===== src/rtl/alarm_controller_if.sv =====
// Bundle of the time inputs, UI controls and status outputs of alarm_controller.
//   master : time source / UI side (drives time and controls, reads status)
//   slave  : alarm_controller itself
//   sec/min/hr          current time, 24 h binary
//   set_en/set_hr/min   alarm-time load strobe and value
//   alarm_on/snooze/stop user levels
//   buzzer/state/alarm_hr/alarm_min/snooze_cnt/missed  status back to the UI
interface alarm_controller_if;
    logic [5:0] sec;
    logic [5:0] min;
    logic [4:0] hr;
    logic       set_en;
    logic [4:0] set_hr;
    logic [5:0] set_min;
    logic       alarm_on;
    logic       snooze;
    logic       stop;
    logic       buzzer;
    logic [1:0] state;
    logic [4:0] alarm_hr;
    logic [5:0] alarm_min;
    logic [1:0] snooze_cnt;
    logic       missed;

    modport master (
        output sec, min, hr, set_en, set_hr, set_min, alarm_on, snooze, stop,
        input  buzzer, state, alarm_hr, alarm_min, snooze_cnt, missed
    );
    modport slave (
        input  sec, min, hr, set_en, set_hr, set_min, alarm_on, snooze, stop,
        output buzzer, state, alarm_hr, alarm_min, snooze_cnt, missed
    );
endinterface


===== src/rtl/alarm_controller.sv =====
// Alarm controller fed by the 1 Hz digital_clock tick (one clk cycle = one second).
// Stores an alarm time, rings the buzzer at hh:mm:00, supports a bounded number
// of snoozes and auto-stops unanswered rings, flagging them as missed.
// Ports:
//   clk   1 Hz tick, rising edge
//   reset asynchronous, active high; clears all state
//   bus   alarm_controller_if.slave (time in, controls in, status out)
module alarm_controller #(
    parameter int SNOOZE_MIN   = 5,
    parameter int RING_TIMEOUT = 60,
    parameter int MAX_SNOOZE   = 3
) (
    input logic               clk,
    input logic               reset,
    alarm_controller_if.slave bus
);
    typedef enum logic [1:0] {
        IDLE    = 2'b00,
        ARMED   = 2'b01,
        RINGING = 2'b10,
        SNOOZED = 2'b11
    } state_t;

    state_t     state_q, state_n;
    logic [4:0] alarm_hr_q, alarm_hr_n, tgt_hr_q, tgt_hr_n;
    logic [5:0] alarm_min_q, alarm_min_n, tgt_min_q, tgt_min_n;
    logic [1:0] snooze_cnt_q, snooze_cnt_n;
    logic [6:0] ring_cnt_q, ring_cnt_n;
    logic       missed_q, missed_n;
    logic       match_d_q;
    logic       buzzer_q, buzzer_n;

    // Snooze target = current hh:mm + SNOOZE_MIN, computed in 6 bits by
    // deciding the minute wrap before adding.
    logic       snz_wrap;
    logic [5:0] snz_min;
    logic [4:0] snz_hr;
    assign snz_wrap = bus.min >= 6'(60 - SNOOZE_MIN);
    assign snz_min  = snz_wrap ? bus.min - 6'(60 - SNOOZE_MIN) : bus.min + 6'(SNOOZE_MIN);
    assign snz_hr   = !snz_wrap       ? bus.hr :
                      (bus.hr == 5'd23) ? 5'd0 : bus.hr + 5'd1;

    // Only SNOOZED compares against the snooze time; every other state
    // watches the stored alarm time so match_d stays meaningful across
    // RINGING -> ARMED.
    logic [4:0] cmp_hr;
    logic [5:0] cmp_min;
    logic       match, trigger, set_ok;
    assign cmp_hr  = (state_q == SNOOZED) ? tgt_hr_q  : alarm_hr_q;
    assign cmp_min = (state_q == SNOOZED) ? tgt_min_q : alarm_min_q;
    assign match   = (bus.hr == cmp_hr) && (bus.min == cmp_min) && (bus.sec == 6'd0);
    assign trigger = match && !match_d_q;
    assign set_ok  = bus.set_en && (bus.set_hr <= 5'd23) && (bus.set_min <= 6'd59);

    always_ff @(posedge clk or posedge reset) begin
        if (reset) begin
            state_q      <= IDLE;
            alarm_hr_q   <= '0;
            alarm_min_q  <= '0;
            tgt_hr_q     <= '0;
            tgt_min_q    <= '0;
            snooze_cnt_q <= '0;
            ring_cnt_q   <= '0;
            missed_q     <= 1'b0;
            match_d_q    <= 1'b0;
            buzzer_q     <= 1'b0;
        end else begin
            state_q      <= state_n;
            alarm_hr_q   <= alarm_hr_n;
            alarm_min_q  <= alarm_min_n;
            tgt_hr_q     <= tgt_hr_n;
            tgt_min_q    <= tgt_min_n;
            snooze_cnt_q <= snooze_cnt_n;
            ring_cnt_q   <= ring_cnt_n;
            missed_q     <= missed_n;
            match_d_q    <= match;
            buzzer_q     <= buzzer_n;
        end
    end

    always_comb begin
        state_n      = state_q;
        alarm_hr_n   = alarm_hr_q;
        alarm_min_n  = alarm_min_q;
        tgt_hr_n     = tgt_hr_q;
        tgt_min_n    = tgt_min_q;
        snooze_cnt_n = snooze_cnt_q;
        ring_cnt_n   = ring_cnt_q;
        missed_n     = missed_q;
        // A valid time is stored even while disabled; alarm_on=0 still wins
        // for the state itself.
        if (set_ok) begin
            alarm_hr_n  = bus.set_hr;
            alarm_min_n = bus.set_min;
        end
        if (!bus.alarm_on) begin
            state_n      = IDLE;
            snooze_cnt_n = '0;
            missed_n     = 1'b0;
        end else if (set_ok) begin
            state_n      = ARMED;
            snooze_cnt_n = '0;
            missed_n     = 1'b0;
        end else begin
            case (state_q)
                IDLE: state_n = ARMED;
                ARMED: begin
                    if (trigger) begin
                        state_n    = RINGING;
                        ring_cnt_n = '0;
                    end
                end
                RINGING: begin
                    if (bus.stop) begin
                        state_n      = ARMED;
                        snooze_cnt_n = '0;
                    end else if (bus.snooze && snooze_cnt_q < 2'(MAX_SNOOZE)) begin
                        state_n      = SNOOZED;
                        snooze_cnt_n = snooze_cnt_q + 2'd1;
                        tgt_hr_n     = snz_hr;
                        tgt_min_n    = snz_min;
                    end else if (ring_cnt_q == 7'(RING_TIMEOUT - 1)) begin
                        state_n      = ARMED;
                        missed_n     = 1'b1;
                        snooze_cnt_n = '0;
                    end else begin
                        ring_cnt_n = ring_cnt_q + 7'd1;
                    end
                end
                SNOOZED: begin
                    if (bus.stop) begin
                        state_n      = ARMED;
                        snooze_cnt_n = '0;
                    end else if (trigger) begin
                        state_n    = RINGING;
                        ring_cnt_n = '0;
                    end
                end
                default: state_n = IDLE;
            endcase
        end
    end

    // Buzzer is registered off the next state so it follows RINGING exactly.
    always_comb begin
        buzzer_n = (state_n == RINGING);
    end

    assign bus.buzzer     = buzzer_q;
    assign bus.state      = state_q;
    assign bus.alarm_hr   = alarm_hr_q;
    assign bus.alarm_min  = alarm_min_q;
    assign bus.snooze_cnt = snooze_cnt_q;
    assign bus.missed     = missed_q;
endmodule

===== src/flat_wrapper.sv =====
// flat-port wrapper written by rule: the top's interface ports become plain ports
module alarm_controller_flat 
#(
    parameter int SNOOZE_MIN   = 5,
    parameter int RING_TIMEOUT = 60,
    parameter int MAX_SNOOZE   = 3
)
  (clk, reset, bus_sec, bus_min, bus_hr, bus_set_en, bus_set_hr, bus_set_min, bus_alarm_on, bus_snooze, bus_stop, bus_buzzer, bus_state, bus_alarm_hr, bus_alarm_min, bus_snooze_cnt, bus_missed);
  alarm_controller_if bus_i ();
  input logic clk;
  input logic reset;
  input wire logic [$bits(bus_i.sec)-1:0] bus_sec;
  input wire logic [$bits(bus_i.min)-1:0] bus_min;
  input wire logic [$bits(bus_i.hr)-1:0] bus_hr;
  input wire logic [$bits(bus_i.set_en)-1:0] bus_set_en;
  input wire logic [$bits(bus_i.set_hr)-1:0] bus_set_hr;
  input wire logic [$bits(bus_i.set_min)-1:0] bus_set_min;
  input wire logic [$bits(bus_i.alarm_on)-1:0] bus_alarm_on;
  input wire logic [$bits(bus_i.snooze)-1:0] bus_snooze;
  input wire logic [$bits(bus_i.stop)-1:0] bus_stop;
  output wire logic [$bits(bus_i.buzzer)-1:0] bus_buzzer;
  output wire logic [$bits(bus_i.state)-1:0] bus_state;
  output wire logic [$bits(bus_i.alarm_hr)-1:0] bus_alarm_hr;
  output wire logic [$bits(bus_i.alarm_min)-1:0] bus_alarm_min;
  output wire logic [$bits(bus_i.snooze_cnt)-1:0] bus_snooze_cnt;
  output wire logic [$bits(bus_i.missed)-1:0] bus_missed;
  assign bus_i.sec = bus_sec;
  assign bus_i.min = bus_min;
  assign bus_i.hr = bus_hr;
  assign bus_i.set_en = bus_set_en;
  assign bus_i.set_hr = bus_set_hr;
  assign bus_i.set_min = bus_set_min;
  assign bus_i.alarm_on = bus_alarm_on;
  assign bus_i.snooze = bus_snooze;
  assign bus_i.stop = bus_stop;
  assign bus_buzzer = bus_i.buzzer;
  assign bus_state = bus_i.state;
  assign bus_alarm_hr = bus_i.alarm_hr;
  assign bus_alarm_min = bus_i.alarm_min;
  assign bus_snooze_cnt = bus_i.snooze_cnt;
  assign bus_missed = bus_i.missed;
  alarm_controller #(.SNOOZE_MIN(SNOOZE_MIN), .RING_TIMEOUT(RING_TIMEOUT), .MAX_SNOOZE(MAX_SNOOZE)) u_core (.clk(clk), .reset(reset), .bus(bus_i));
endmodule

===== config.mk =====
export PLATFORM = sky130hd
export DESIGN_NAME = alarm_controller_flat
export DESIGN_NICKNAME = d
export VERILOG_FILES = /design/src/rtl/alarm_controller_if.sv /design/src/rtl/alarm_controller.sv /design/src/flat_wrapper.sv
export SDC_FILE = /design/constraint.sdc
export NUM_CORES = 1
export LEC_CHECK = 0
export ABC_AREA = 1
export CORE_ASPECT_RATIO = 1.75
export CORE_MARGIN = 2
export CORE_UTILIZATION = 46
export DETAILED_ROUTE_END_ITERATION = 8
export GPL_TIMING_DRIVEN = 0
export HOLD_SLACK_MARGIN = 0.08
export PLACE_DENSITY = 0.77
export SLEW_MARGIN = 20
export SYNTH_ARGS = -nofsm -noshare
export SYNTH_HDL_FRONTEND = slang
export SYNTH_SLANG_ARGS = --single-unit

===== constraint.sdc =====
create_clock -name clk -period 1.8 [get_ports clk]
set_input_delay 0.36 -clock clk [delete_from_list [all_inputs] [get_ports clk]]
set_output_delay 0.36 -clock clk [all_outputs]
set_load 0.05 [all_outputs]

==> results.sh, run 1 <==
export IMPL_outcome="finished, violations left"
export IMPL_violations="setup timing"
export IMPL_hold_ws_ns=0.337
export IMPL_vias=2400
export IMPL_syn_instance_count=306
export IMPL_crit_path_end_kind="register"
export IMPL_crit_arrival_ns=2.19
export IMPL_period_needed_ns=1.96
export IMPL_initial_core_util_pct=47.3
export IMPL_swShare_pct=31.7
export IMPL_grt_pass1_vias=2388
export IMPL_io_buffers=49
export IMPL_yosysSeqAreaShare_pct=38.9
export IMPL_die_h_um=97.8
export IMPL_syn_area_mm2=0.00231
export IMPL_cts_root_buf="clkbuf_8"
export IMPL_p_sw_uw=731
export IMPL_io_pins=51
export IMPL_p_leak_nw=1.76
export IMPL_crit_required_ns=2.03
export IMPL_nFillCells=380
export IMPL_combPwrFrac_pct=27.1
export IMPL_htree_levels=2
export IMPL_clk_pin_slew_ns=0.08
export IMPL_cts_max_path_buffers=2
export IMPL_holdBufCountCts=0
export IMPL_synth_async_reset_ratio_pct=100
export IMPL_synth_avg_cell_area_um2=7.56
export IMPL_synth_cell_types=33
export IMPL_area_delta_synth_final_pct=47.1
export IMPL_finalCritPeriodShare_pct=109
export IMPL_layout_drive_gt1_share_pct=26.9
export IMPL_worst_hold_path_type="primary input to asynchronous set/reset pin"
export IMPL_viasPerCell=5.44
export IMPL_layout_nets=428
export IMPL_max_freq_mhz=510
export IMPL_synth_ff_type="dfrtp_1"
export IMPL_rsz0062_at_grt="true"
export IMPL_core_area_mm2=0.00489
export IMPL_cts_tree="built"
export IMPL_grt_pass1_wl_mm=10.2
export IMPL_dieArea_mm2=0.00564
export IMPL_wl_per_cell_um=15.3
export IMPL_finalSetupViolations=10
export IMPL_worst_setup_path_start_kind="register"
export IMPL_drtAntennaViolNets=0
export IMPL_cellPowerDensity_mw_per_mm2=678
export IMPL_seqCellArea_um2=906
export IMPL_num_antenna_cells=0
export IMPL_tightest_slew_ns=0.514
export IMPL_place_area_mm2=0.00293
export IMPL_grt_max_degree=25
export IMPL_pwr_share_clk_pct=34.1
export IMPL_power_frac_seq_pct=38.9
export IMPL_multiInputGateArea_mm2=0.00143
export IMPL_hold_viol=0
export IMPL_track_usage_pct=23.1
export IMPL_rows=34
export IMPL_worstPathMaxFanout=6
export IMPL_overflow=0
export IMPL_pre_cts_ws_ns=-0.675
export IMPL_max_cap_violations=0
export IMPL_mostFrequentLayoutCells="nand2_1 (85), dfrtp_1 (32), inv_1 (28), clkdlybuf4s50_1 (25), nor2_1 (19)"
export IMPL_design_power_total_mw=2.31
export IMPL_gp_congestion=0.891
export IMPL_finalWirelength_mm=6.75
export IMPL_skew_ns=0.0112
export IMPL_relSlewSlack_pct=65.9
export IMPL_cts_num_sinks=36
export IMPL_synth_edf_count=0
export IMPL_final_setup_worst_slack_ns=-0.159
export IMPL_final_max_slew_violation_count=0
export IMPL_cts_made_buffers=5
export IMPL_drtIter0Drc=98
export IMPL_final_common_cell="nand2_1"
export IMPL_hpwlAfterDp_mm=4.54
export IMPL_worst_setup_path_type="register to register"
export IMPL_fin_area_mm2=0.00340
export IMPL_ys_ff_latch=36
export IMPL_drc=0
export IMPL_clk_latency_ns=0.29
export IMPL_p_int_mw=1.58
export IMPL_drtPass1Iterations=4
export IMPL_antenna_found_initial=0
export IMPL_fin_util_pct=69.6
export IMPL_ys_warn_count=0
export IMPL_peakVddDrop_mv=0.787
export IMPL_fp_dieW_um=57.6
export IMPL_synth_fp_nets=348
cell type report:
class | instances | share of cell area, %
Buffer | 5 | 1.36
Tap cell | 54 | 1.99
Multi-Input combinational cell | 231 | 41.9
Sequential cell | 36 | 26.6
Timing Repair Buffer | 73 | 20.5
Clock buffer | 7 | 2.83
Inverter | 34 | 3.90
Clock inverter | 1 | 0.882
sequential cells by signal, indices dropped and copies added, names as in the netlist:
name	count
u_core.match_d_q	1
u_core.ring_cnt_q	7
u_core.bus.snooze_cnt	2
u_core.bus.buzzer	1
u_core.bus.state	2
u_core.bus.alarm_hr	5
u_core.bus.alarm_min	6
u_core.tgt_min_q	6
u_core.tgt_hr_q	5
u_core.bus.missed	1
power by group through the flow:
stage / Clock [mW] / Sequential, mW / Combinational, mW
6_report: 0.786 / 0.896 / 0.624
5_1_grt: 0.829 / 0.902 / 0.672
4_1_cts: 0.795 / 0.895 / 0.600
3_5_place_dp: 0 / 0.911 / 0.603
3_3_place_gp: 0 / 0.911 / 0.590
2_1_floorplan: 0 / 1.05 / 0.228
worst paths after layout:
check	start	end	slack, ns	depth (start not counted)
max	u_core.bus.state[1]	u_core.bus.buzzer	-0.16	14
min	reset	u_core.ring_cnt_q[6]	0.34	2
min in group clk	bus_set_min[5]	u_core.bus.alarm_min[5]	0.34	2
max reg2reg	u_core.bus.state[1]	u_core.bus.buzzer	-0.16	14
max in group asynchronous	reset	u_core.match_d_q	1.02	3
min reg2reg	u_core.tgt_hr_q[2]	u_core.tgt_hr_q[2]	0.49	2
routing by layer:
layer	wire [µm]	GRT usage (%)
met1	2280	23.5
met4	396	12.0
met5	0	0
met2	3760	43.1
met3	313	3.58
synthesized netlist by cell type (3+ instances only):
cell type  count  area share, %
dfrtp_1       36             39
o21ai_0       17            3.7
nor3_1         3           0.65
mux2_2         9            4.4
xor2_1         7            2.7
nand3_1       23            5.0
a21oi_1       10            2.2
nor2_4         3            1.5
ha_1           8            4.3
inv_1         33            5.4
nand2_2        4            1.1
nor2_2         3           0.81
nor2_1        21            3.4
nand2_1      102             17
cell families (layout without fill, tap and decap cells):
kind of cell    Yosys count  count (layout)  share of synthesized area, %
compound gates           36              36                          8.71
xor+xnor                  7               7                          2.65
fa+ha+maj                 8               8                          4.33
buf+inv                  39             120                          6.87
flops                    36              36                          38.9
mux                       9               9                          4.38
simple gates            171             171                          34.1
worst max-delay path, stage by stage, from the launching register on:
cell and delay [ns]:
dfrtp_2 0.44, ha_4 0.19, buf_8 0.14, buf_6 0.13
nand2_2 0.08, nand2_1 0.05, nand2_1 0.07, nand4_2 0.11
nor2_4 0.19, nand3_2 0.10, nand2_1 0.07, nand2_1 0.05
nand2_1 0.09, nand2_2 0.07, nor2_2 0.10
what timing repair did:
action,4_1_cts,5_1_grt
buffers inserted,13,9
endpoints found under the setup margin,46,22
pin swaps,16,18
gates cloned,0,1
gates resized for setup,44,40
per-stage QoR:
| stage | setup TNS (ns) | cells |
|---|---|---|
| final | -1.24 | 441 |
| after floorplan | -0.181 | 306 |
| after global routing | -2.20 | 441 |
| after detailed placement | -12.68 | 410 |
| after global placement | -20.18 | 409 |
| after CTS | -0.330 | 431 |
(Power assumes the default switching activity.)
==> run 2: changes to the inputs <==
Settings changed: CAP_MARGIN set to 10, CTS_CLUSTER_DIAMETER set to 120.
==> results of run 2 <==
The final DEF is identical to that of run 1; final timing and power are the same.
==> run 3: changes to the inputs <==
Settings changed: CORE_UTILIZATION 46 to 40, GPL_ROUTABILITY_DRIVEN set to 0, PLACE_DENSITY 0.77 to 0.68.
==> run 3 against run 2 <==
Compared with the run above:
- the run still ends with setup timing left
- core utilization fell by 6.6 points
- sequential cell count stayed put
- global-route usage is 2.2 points lower
- sequential power about the same
- wire length down 6.4%
- final cell count up 5.9%
==> results.sh, run 3 (synthesis gave the netlist of run 1 again) <==
export IMPL_outcome="finished, violations left"
export IMPL_violations="setup timing"
export IMPL_drc=0
export IMPL_die_h_um=105
export IMPL_cts_max_path_buffers=2
export IMPL_cts_num_sinks=36
export IMPL_viasPerCell=4.97
export IMPL_r2r_setup_slack_ns=-0.1
export IMPL_period_needed_ns=1.90
export IMPL_io_buffers=49
export IMPL_regToRegEndpoint="u_core.bus.buzzer"
export IMPL_worst_setup_path_start_kind="register"
export IMPL_worstPathMaxFanout=7
export IMPL_crit_arrival_ns=2.13
export IMPL_fp_dieW_um=61.5
export IMPL_final_max_slew_violation_count=0
export IMPL_num_antenna_cells=0
export IMPL_startpoint="u_core.bus.state[1]"
export IMPL_worst_hold_path_type="primary input to asynchronous set/reset pin"
export IMPL_multiInputGateArea_mm2=0.00150
export IMPL_drtAntennaViolNets=0
export IMPL_cellPowerDensity_mw_per_mm2=605
export IMPL_track_usage_pct=20.9
export IMPL_drtIter0Drc=113
export IMPL_area_delta_synth_final_pct=52.1
export IMPL_regMostFlops="u_core.ring_cnt_q"
export IMPL_rows=36
export IMPL_max_cap_violations=0
export IMPL_hpwlAfterDp_mm=4.59
export IMPL_core_area_mm2=0.00559
export IMPL_cts_made_buffers=5
export IMPL_tightest_slew_ns=0.537
export IMPL_initial_core_util_pct=41.4
export IMPL_max_freq_mhz=527
export IMPL_seqCellArea_um2=906
export IMPL_design_power_total_mw=2.13
export IMPL_layout_nets=432
export IMPL_overflow=0
export IMPL_peakVddDrop_mv=0.647
export IMPL_rsz0062_at_grt="true"
export IMPL_htree_levels=2
export IMPL_io_pins=51
export IMPL_antenna_found_initial=0
export IMPL_clk_latency_ns=0.29
export IMPL_vias=2321
export IMPL_relSlewSlack_pct=64.2
export IMPL_grt_pass1_wl_mm=10.3
export IMPL_final_setup_worst_slack_ns=-0.0985
export IMPL_crit_required_ns=2.03
export IMPL_finalWirelength_mm=6.31
export IMPL_worst_setup_path_type="register to register"
export IMPL_cts_tree="built"
export IMPL_skew_ns=0.00290
export IMPL_dieArea_mm2=0.00643
export IMPL_mostFrequentLayoutCells="nand2_1 (83), dfrtp_1 (32), inv_1 (26), clkdlybuf4s50_1 (25), buf_4 (18)"
export IMPL_p_leak_nw=1.77
export IMPL_nFillCells=507
export IMPL_layout_drive_gt1_share_pct=30.7
export IMPL_crit_path_end_kind="register"
export IMPL_r2r_start="u_core.bus.state[1]"
export IMPL_finalSetupViolations=9
export IMPL_clk_pin_slew_ns=0.08
export IMPL_cts_root_buf="clkbuf_8"
export IMPL_final_common_cell="nand2_1"
export IMPL_hold_ws_ns=0.305
export IMPL_grt_max_degree=28
export IMPL_ff2ff_path_depth=16
export IMPL_largest_register_ffs=7
export IMPL_grt_pass1_vias=2318
export IMPL_wl_per_cell_um=13.5
export IMPL_hold_viol=0
export IMPL_finalCritPeriodShare_pct=105
export IMPL_drtPass1Iterations=4
run 3: cell types whose count changed in the layout (fill, tap and decap cells not counted), sizes merged:
cell	change
buf	+3
dlygate4sd2	-2
clkinv	+3
clkdlybuf4s15	+1
bufinv	-1
run 3: how the worst max path moves through the flow:
| stage | to | slack [ns] | depth (start not counted) |
|---|---|---|---|
| 4_1_cts | u_core.bus.buzzer | -0.07 | 15 |
| 2_1_floorplan | u_core.ring_cnt_q[4] | -0.04 | 12 |
| 3_3_place_gp | u_core.tgt_hr_q[0] | -0.68 | 9 |
| 3_5_place_dp | u_core.tgt_hr_q[0] | -0.72 | 9 |
| 5_1_grt | u_core.ring_cnt_q[1] | -0.24 | 14 |
| 6_report | u_core.bus.buzzer | -0.1 | 16 |
run 3: stage by stage:
stage               instances  area [µm²]  util, %  worst slack [ns]  setup TNS [ns]
global route              467        3520     63.0            -0.242           -2.09
finish                    467        3520     63.0           -0.0985          -0.659
global placement          431        2930     52.5            -0.682          -21.60
CTS                       458        3270     58.5           -0.0712          -0.263
detailed placement        432        2950     52.9            -0.717          -12.22
floorplan                 306        2350        -           -0.0432          -0.181
run 3: power by group:
group / total (mW) / internal, mW / switching (mW) / leakage (nW)
logic: 0.639 / 0.245 / 0.395 / 1.28
clock network: 0.594 / 0.270 / 0.324 / 0.0479
registers: 0.897 / 0.854 / 0.0424 / 0.437
total: 2.13 / 1.37 / 0.761 / 1.77
run 3: cell type report:
type	instances	share of cell area [%]
flip-flops and latches	36	25.7
inverters	34	3.91
clock buffers	5	1.96
well taps	76	2.70
plain buffers	5	1.39
repair buffers	77	21.2
clock inverters	3	0.533
multi-input cells	231	42.6
run 3: critical path: stages, from the launching register on:
cell and delay [ns]:
dfrtp_2 0.42, ha_4 0.22, inv_6 0.06, buf_6 0.12, nand2_4 0.05, nand2_1 0.05
nand2_1 0.05, nand2_1 0.06, nor2_2 0.11, nand2_2 0.09, nor2_4 0.15, nand3_2 0.10
nand2_1 0.08, nand2_1 0.05, nand2_1 0.08, nand2_2 0.06, nor2_2 0.07
run 3: layer usage:
layer,wire [µm],global-route usage [%]
met1,2300,23.3
met2,3730,38.3
met3,143,2.72
met4,139,6.69
met5,0,0
run 3: repair_timing:
| item | CTS | global route |
|---|---|---|
| cloned | 0 | 2 |
| hold buffers | 0 | 0 |
| pin swaps | 15 | 26 |
| endpoints found under the hold margin | 0 | 0 |
| buffers inserted | 18 | 8 |
| setup endpoints to repair | 37 | 32 |
| gates resized for setup | 52 | 54 |
